`src/rtl/led_blink_code_tx_pkg.sv`:
```
// Shared definitions for the LED blink-code user interface.
// Holds the sequencer state type, default timings and a helper that sizes timers.
package blink_pkg;

    typedef enum logic [1:0] {
        ST_IDLE = 2'd0,
        ST_ON   = 2'd1,
        ST_OFF  = 2'd2,
        ST_GAP  = 2'd3
    } blink_state_e;

    localparam int DEFAULT_CODE_W     = 4;
    localparam int DEFAULT_ON_CYCLES  = 3000000;
    localparam int DEFAULT_OFF_CYCLES = 3000000;
    localparam int DEFAULT_GAP_CYCLES = 12000000;

    // Bits needed for a down-counter that can hold the largest of three reload values.
    function automatic int timer_width(input int a, input int b, input int c);
        int m;
        m = a;
        if (b > m) m = b;
        if (c > m) m = c;
        return (m < 1) ? 1 : $clog2(m + 1);
    endfunction

endpackage

```
`src/rtl/led_blink_code_tx_cycle_timer.sv`:
```
// Loadable down-counter that parks at zero and flags it.
// A load takes priority over counting; the zero flag comes straight from the register.
module cycle_timer #(
    parameter int W = 8
) (
    input  logic         clk,
    input  logic         rst_n,
    input  logic         load,
    input  logic [W-1:0] load_val,
    output logic         zero
);

    logic [W-1:0] count_q;

    // Reload on request, otherwise count down and hold at zero.
    always_ff @(posedge clk or negedge rst_n) begin
        if (!rst_n) begin
            count_q <= '0;
        end else if (load) begin
            count_q <= load_val;
        end else if (count_q != '0) begin
            count_q <= count_q - 1'b1;
        end
    end

    assign zero = (count_q == '0);

endmodule

```
`src/rtl/led_blink_code_tx.sv`:
```
// Blink-code transmitter: flashes an active-low LED N times, then holds a dark gap.
// A code is taken via valid/ready in IDLE only; done pulses for one cycle on return to IDLE.
module led_blink_code_tx
    import blink_pkg::*;
#(
    parameter int CODE_W     = DEFAULT_CODE_W,
    parameter int ON_CYCLES  = DEFAULT_ON_CYCLES,
    parameter int OFF_CYCLES = DEFAULT_OFF_CYCLES,
    parameter int GAP_CYCLES = DEFAULT_GAP_CYCLES
) (
    input  logic              clk,
    input  logic              rst_n,
    input  logic [CODE_W-1:0] code,
    input  logic              code_valid,
    output logic              code_ready,
    output logic              led_n,
    output logic              busy,
    output logic              done
);

    localparam int TIMER_W = timer_width(ON_CYCLES, OFF_CYCLES, GAP_CYCLES);

    localparam logic [TIMER_W-1:0] ON_RELOAD  = TIMER_W'(ON_CYCLES - 1);
    localparam logic [TIMER_W-1:0] OFF_RELOAD = TIMER_W'(OFF_CYCLES - 1);
    localparam logic [TIMER_W-1:0] GAP_RELOAD = TIMER_W'(GAP_CYCLES - 1);

    blink_state_e        state_q, state_d;
    logic [CODE_W-1:0]   remaining_q, remaining_d;
    logic                led_q, led_d;
    logic                busy_q, busy_d;
    logic                done_q, done_d;
    logic                ready_q, ready_d;

    logic                timer_load;
    logic [TIMER_W-1:0]  timer_val;
    logic                timer_zero;

    cycle_timer #(
        .W (TIMER_W)
    ) u_timer (
        .clk      (clk),
        .rst_n    (rst_n),
        .load     (timer_load),
        .load_val (timer_val),
        .zero     (timer_zero)
    );

    // Next-state, flash bookkeeping and timer reloads; outputs derive from the next state.
    always_comb begin
        state_d     = state_q;
        remaining_d = remaining_q;
        timer_load  = 1'b0;
        timer_val   = '0;
        done_d      = 1'b0;

        case (state_q)
            ST_IDLE: begin
                if (code_valid && ready_q) begin
                    remaining_d = code;
                    timer_load  = 1'b1;
                    if (code != '0) begin
                        state_d   = ST_ON;
                        timer_val = ON_RELOAD;
                    end else begin
                        state_d   = ST_GAP;
                        timer_val = GAP_RELOAD;
                    end
                end
            end
            ST_ON: begin
                if (timer_zero) begin
                    remaining_d = remaining_q - 1'b1;
                    timer_load  = 1'b1;
                    if (remaining_q == CODE_W'(1)) begin
                        state_d   = ST_GAP;
                        timer_val = GAP_RELOAD;
                    end else begin
                        state_d   = ST_OFF;
                        timer_val = OFF_RELOAD;
                    end
                end
            end
            ST_OFF: begin
                if (timer_zero) begin
                    state_d    = ST_ON;
                    timer_load = 1'b1;
                    timer_val  = ON_RELOAD;
                end
            end
            ST_GAP: begin
                if (timer_zero) begin
                    state_d = ST_IDLE;
                    done_d  = 1'b1;
                end
            end
            default: begin
                state_d = ST_IDLE;
            end
        endcase

        led_d   = (state_d != ST_ON);
        busy_d  = (state_d != ST_IDLE);
        ready_d = (state_d == ST_IDLE);
    end

    // Register state and every output so the LED pin never sees combinational glitches.
    always_ff @(posedge clk or negedge rst_n) begin
        if (!rst_n) begin
            state_q     <= ST_IDLE;
            remaining_q <= '0;
            led_q       <= 1'b1;
            busy_q      <= 1'b0;
            done_q      <= 1'b0;
            ready_q     <= 1'b0;
        end else begin
            state_q     <= state_d;
            remaining_q <= remaining_d;
            led_q       <= led_d;
            busy_q      <= busy_d;
            done_q      <= done_d;
            ready_q     <= ready_d;
        end
    end

    assign led_n      = led_q;
    assign busy       = busy_q;
    assign done       = done_q;
    assign code_ready = ready_q;

endmodule

```
`config.mk`:
```
export PLATFORM = sky130hd
export DESIGN_NAME = led_blink_code_tx
export DESIGN_NICKNAME = d
export VERILOG_FILES = /design/src/rtl/led_blink_code_tx_pkg.sv /design/src/rtl/led_blink_code_tx_cycle_timer.sv /design/src/rtl/led_blink_code_tx.sv
export SDC_FILE = /design/constraint.sdc
export NUM_CORES = 1
export LEC_CHECK = 0
export CAP_MARGIN = 20
export CORE_MARGIN = 8
export CORE_UTILIZATION = 59
export CTS_CLUSTER_DIAMETER = 120
export DETAILED_ROUTE_END_ITERATION = 8
export MAX_ROUTING_LAYER = met4
export PLACE_DENSITY = 0.79
export SLEW_MARGIN = 0
export SYNTH_ARGS = -nofsm -noshare
export SYNTH_HDL_FRONTEND = slang
export SYNTH_SLANG_ARGS = --single-unit
```
`constraint.sdc`:
```
create_clock -name clk -period 2.43 [get_ports clk]
set_input_delay 0.3645 -clock clk [delete_from_list [all_inputs] [get_ports clk]]
set_output_delay 0.3645 -clock clk [all_outputs]
set_load 0.05 [all_outputs]
```
==> flow_summary.json <==
{
  "outcome": "finished, final reports clean",
  "fp.dieArea_um2": 5734,
  "pin_count": 11,
  "setup_violations": 0,
  "leakagePower_nw": 0.9562,
  "ys_seq_elements": 34,
  "grt_pass1_vias": 1665,
  "pwr-share-seq": 0.568,
  "dp_hpwl_um": 3449,
  "criticalPathCategory": "flip-flop to flip-flop",
  "final_antenna_net_count": 0,
  "skew_ns": 0.01808,
  "antenna_found_initial": 0,
  "fillers": 237,
  "end_kind": "flip-flop",
  "yosys_most_used_dff": "dfrtp_1",
  "cts_htree_levels": 2,
  "clk_path_buf_depth": 2,
  "rows": 21,
  "max_slew_margin": 0.6111,
  "async_flop_share": 1.000,
  "finish.utilization": 0.6947,
  "clock_latency_ns": 0.34,
  "cts_tree": "built",
  "tns_ns": 0,
  "viasPerCell": 6.338,
  "maxCapViolCount": 0,
  "gp_congestion": 0.9602,
  "die_width_um": 75.73,
  "start_util": 0.6209,
  "syn_inst": 215,
  "cts_setup_buffers": 0,
  "path_clk_slew_ns": 0.11,
  "final_layout_size_suffix_gt1_frac": 0.1207,
  "combPwrFrac": 0.023,
  "total_power_uw": 995.7,
  "p_int_uw": 793.5,
  "totalWireLength_um": 4685,
  "syn_nets": 230,
  "layout_common_cells": "dfrtp_1 (33), nor2_1 (18), nand2_1 (17), a21oi_1 (16), xor2_1 (11)",
  "ys_seq_area_frac": 0.4049,
  "grt_pass1_wl_um": 7900,
  "timing.final.crit_share": 0.8879,
  "whs_ns": 0.4093,
  "grt_max_degree": 35,
  "wl_per_cell_um": 16.85,
  "switching_share": 0.2031,
  "numCtsBuffers": 5,
  "fp.dieH_um": 75.73,
  "hold_viol_final": 0,
  "slew_viol_final": 0,
  "syn_avg_cell_area_um2": 9.788,
  "cts_sinks": 34,
  "cts_resized": 0,
  "ys_warn_count": 0,
  "first_pass_iters": 4,
  "fin_crit_ns": 2.158,
  "nNetsFinal": 246,
  "final_common_cell": "dfrtp_1",
  "area_growth_pct": 11.89,
  "io_buffers": 10,
  "cts.hold.buffers_added": 0,
  "cp.required_ns": 2.64,
  "netlist_area_um2": 2105,
  "crit_fanout": 9,
  "pwr-share-clk": 0.409,
  "p_sw_uw": 202.2,
  "hp-class": "primary input to async pin",
  "dr_total_vias": 1762,
  "rsz0062_at_grt": "no",
  "coreArea_um2": 3390,
  "gr-usage-all-layers": 0.1883,
  "cp-start-kind": "flip-flop",
  "drc": 0,
  "num_antenna_cells": 0,
  "synth_edf_count": 0,
  "drtIter0Drc": 170,
  "power_density_nw_per_um2": 422.8,
  "tightest_slew_ns": 0.5833,
  "vdd_drop_max_mv": 0.3392,
  "yosysUniqueCellTypes": 52,
  "cts_root_buffer": "clkbuf_4",
  "grt.overflow.total": 0,
  "cp.arrival_ns": 2.37,
  "max_freq_mhz": 463.5
}
## metrics by stage
stage	std cells	cell area [µm²]	worst slack [ns]
2_1_floorplan	215	2105	0.5142
3_5_place_dp	270	2280	0.2842
3_3_place_gp	270	2280	0.3759
6_report	278	2355	0.2723
4_1_cts	278	2355	0.2854
5_1_grt	278	2355	0.1422
## critical path, cell delays in order, from the launching register on
cell	delay, ns
dfrtp_1	0.44
inv_1	0.10
ha_1	0.14
nor4b_2	0.34
and4_1	0.40
nand2_1	0.15
nand2_1	0.30
o21ai_0	0.16
## sequential cells by signal, summed over array words and instances (netlist names)
register and cells:
busy 1, code_ready 1, done 1, led_n 1, remaining_q 4, state_q 2, u_timer.count_q 24
## per-layer routing
metal | global-route usage | vias up | wire length, µm
met4 | 0.09808 | 0 | 98
met5 | - | - | 0
met3 | 0.04079 | 11 | 360
met2 | 0.2780 | 88 | 2238
li1 | - | 811 | -
met1 | 0.2366 | 852 | 1987
## final timing paths
| kind | end | cells after the start | slack, ns | startpoint |
|---|---|---|---|---|
| max in group asynchronous | led_n | 2 | 1.67 | rst_n |
| worst min register to register | remaining_q[1] | 1 | 0.53 | remaining_q[1] |
| worst min-delay path | u_timer.count_q[2] | 2 | 0.41 | rst_n |
| worst max register to register | u_timer.count_q[20] | 7 | 0.27 | u_timer.count_q[0] |
| worst max-delay path | u_timer.count_q[20] | 7 | 0.27 | u_timer.count_q[0] |
| min in group clk | remaining_q[1] | 1 | 0.53 | remaining_q[1] |
## area by class of cell
type	count	area, µm²	share of cell area
multi-input combinational	164	1180	0.5011
sequential	34	852.1	0.3618
timing repair buffer	18	160.2	0.06801
tap	46	57.56	0.02444
clock inverter	1	30.03	0.01275
clock buffer	7	45.04	0.01913
inverter	8	30.03	0.01275
## power groups by stage
| stage | Sequential (mW) | Clock [mW] | Combinational (mW) |
|---|---|---|---|
| finish | 0.565 | 0.407 | 0.0228 |
| global route | 0.566 | 0.434 | 0.0267 |
| CTS | 0.565 | 0.409 | 0.0239 |
| detailed placement | 0.577 | 0 | 0.0236 |
| global placement | 0.577 | 0 | 0.0229 |
| floorplan | 0.577 | 0 | 0.000576 |
## logic make-up (layout without fill, tap and decap cells)
kind of cell | after synthesis | after routing | synth area share
multiplexers | 1 | 1 | 0.004756
AO/OA/AOI/OAI | 52 | 52 | 0.1706
buffers and inverters | 17 | 34 | 0.03448
AND/OR/NAND/NOR | 82 | 82 | 0.2503
XOR/XNOR | 21 | 21 | 0.08739
flip-flops | 34 | 34 | 0.4049
adder cells (fa/ha/maj) | 8 | 8 | 0.04756
## Yosys cell counts, types with 5 or more instances
cell     number  area [µm²]
a21oi_1      16       80.08
o22a_1        5       43.79
nor4_1        5       31.28
nor2_1       18       67.56
nand2_1      17       63.81
or4_1         5       37.54
o21ai_0       6       30.03
inv_1         8       30.03
xnor2_1      10       87.58
ha_1          8       100.1
xor2_1       11       96.34
dfrtp_1      33       825.8
(Power assumes the default switching activity.)
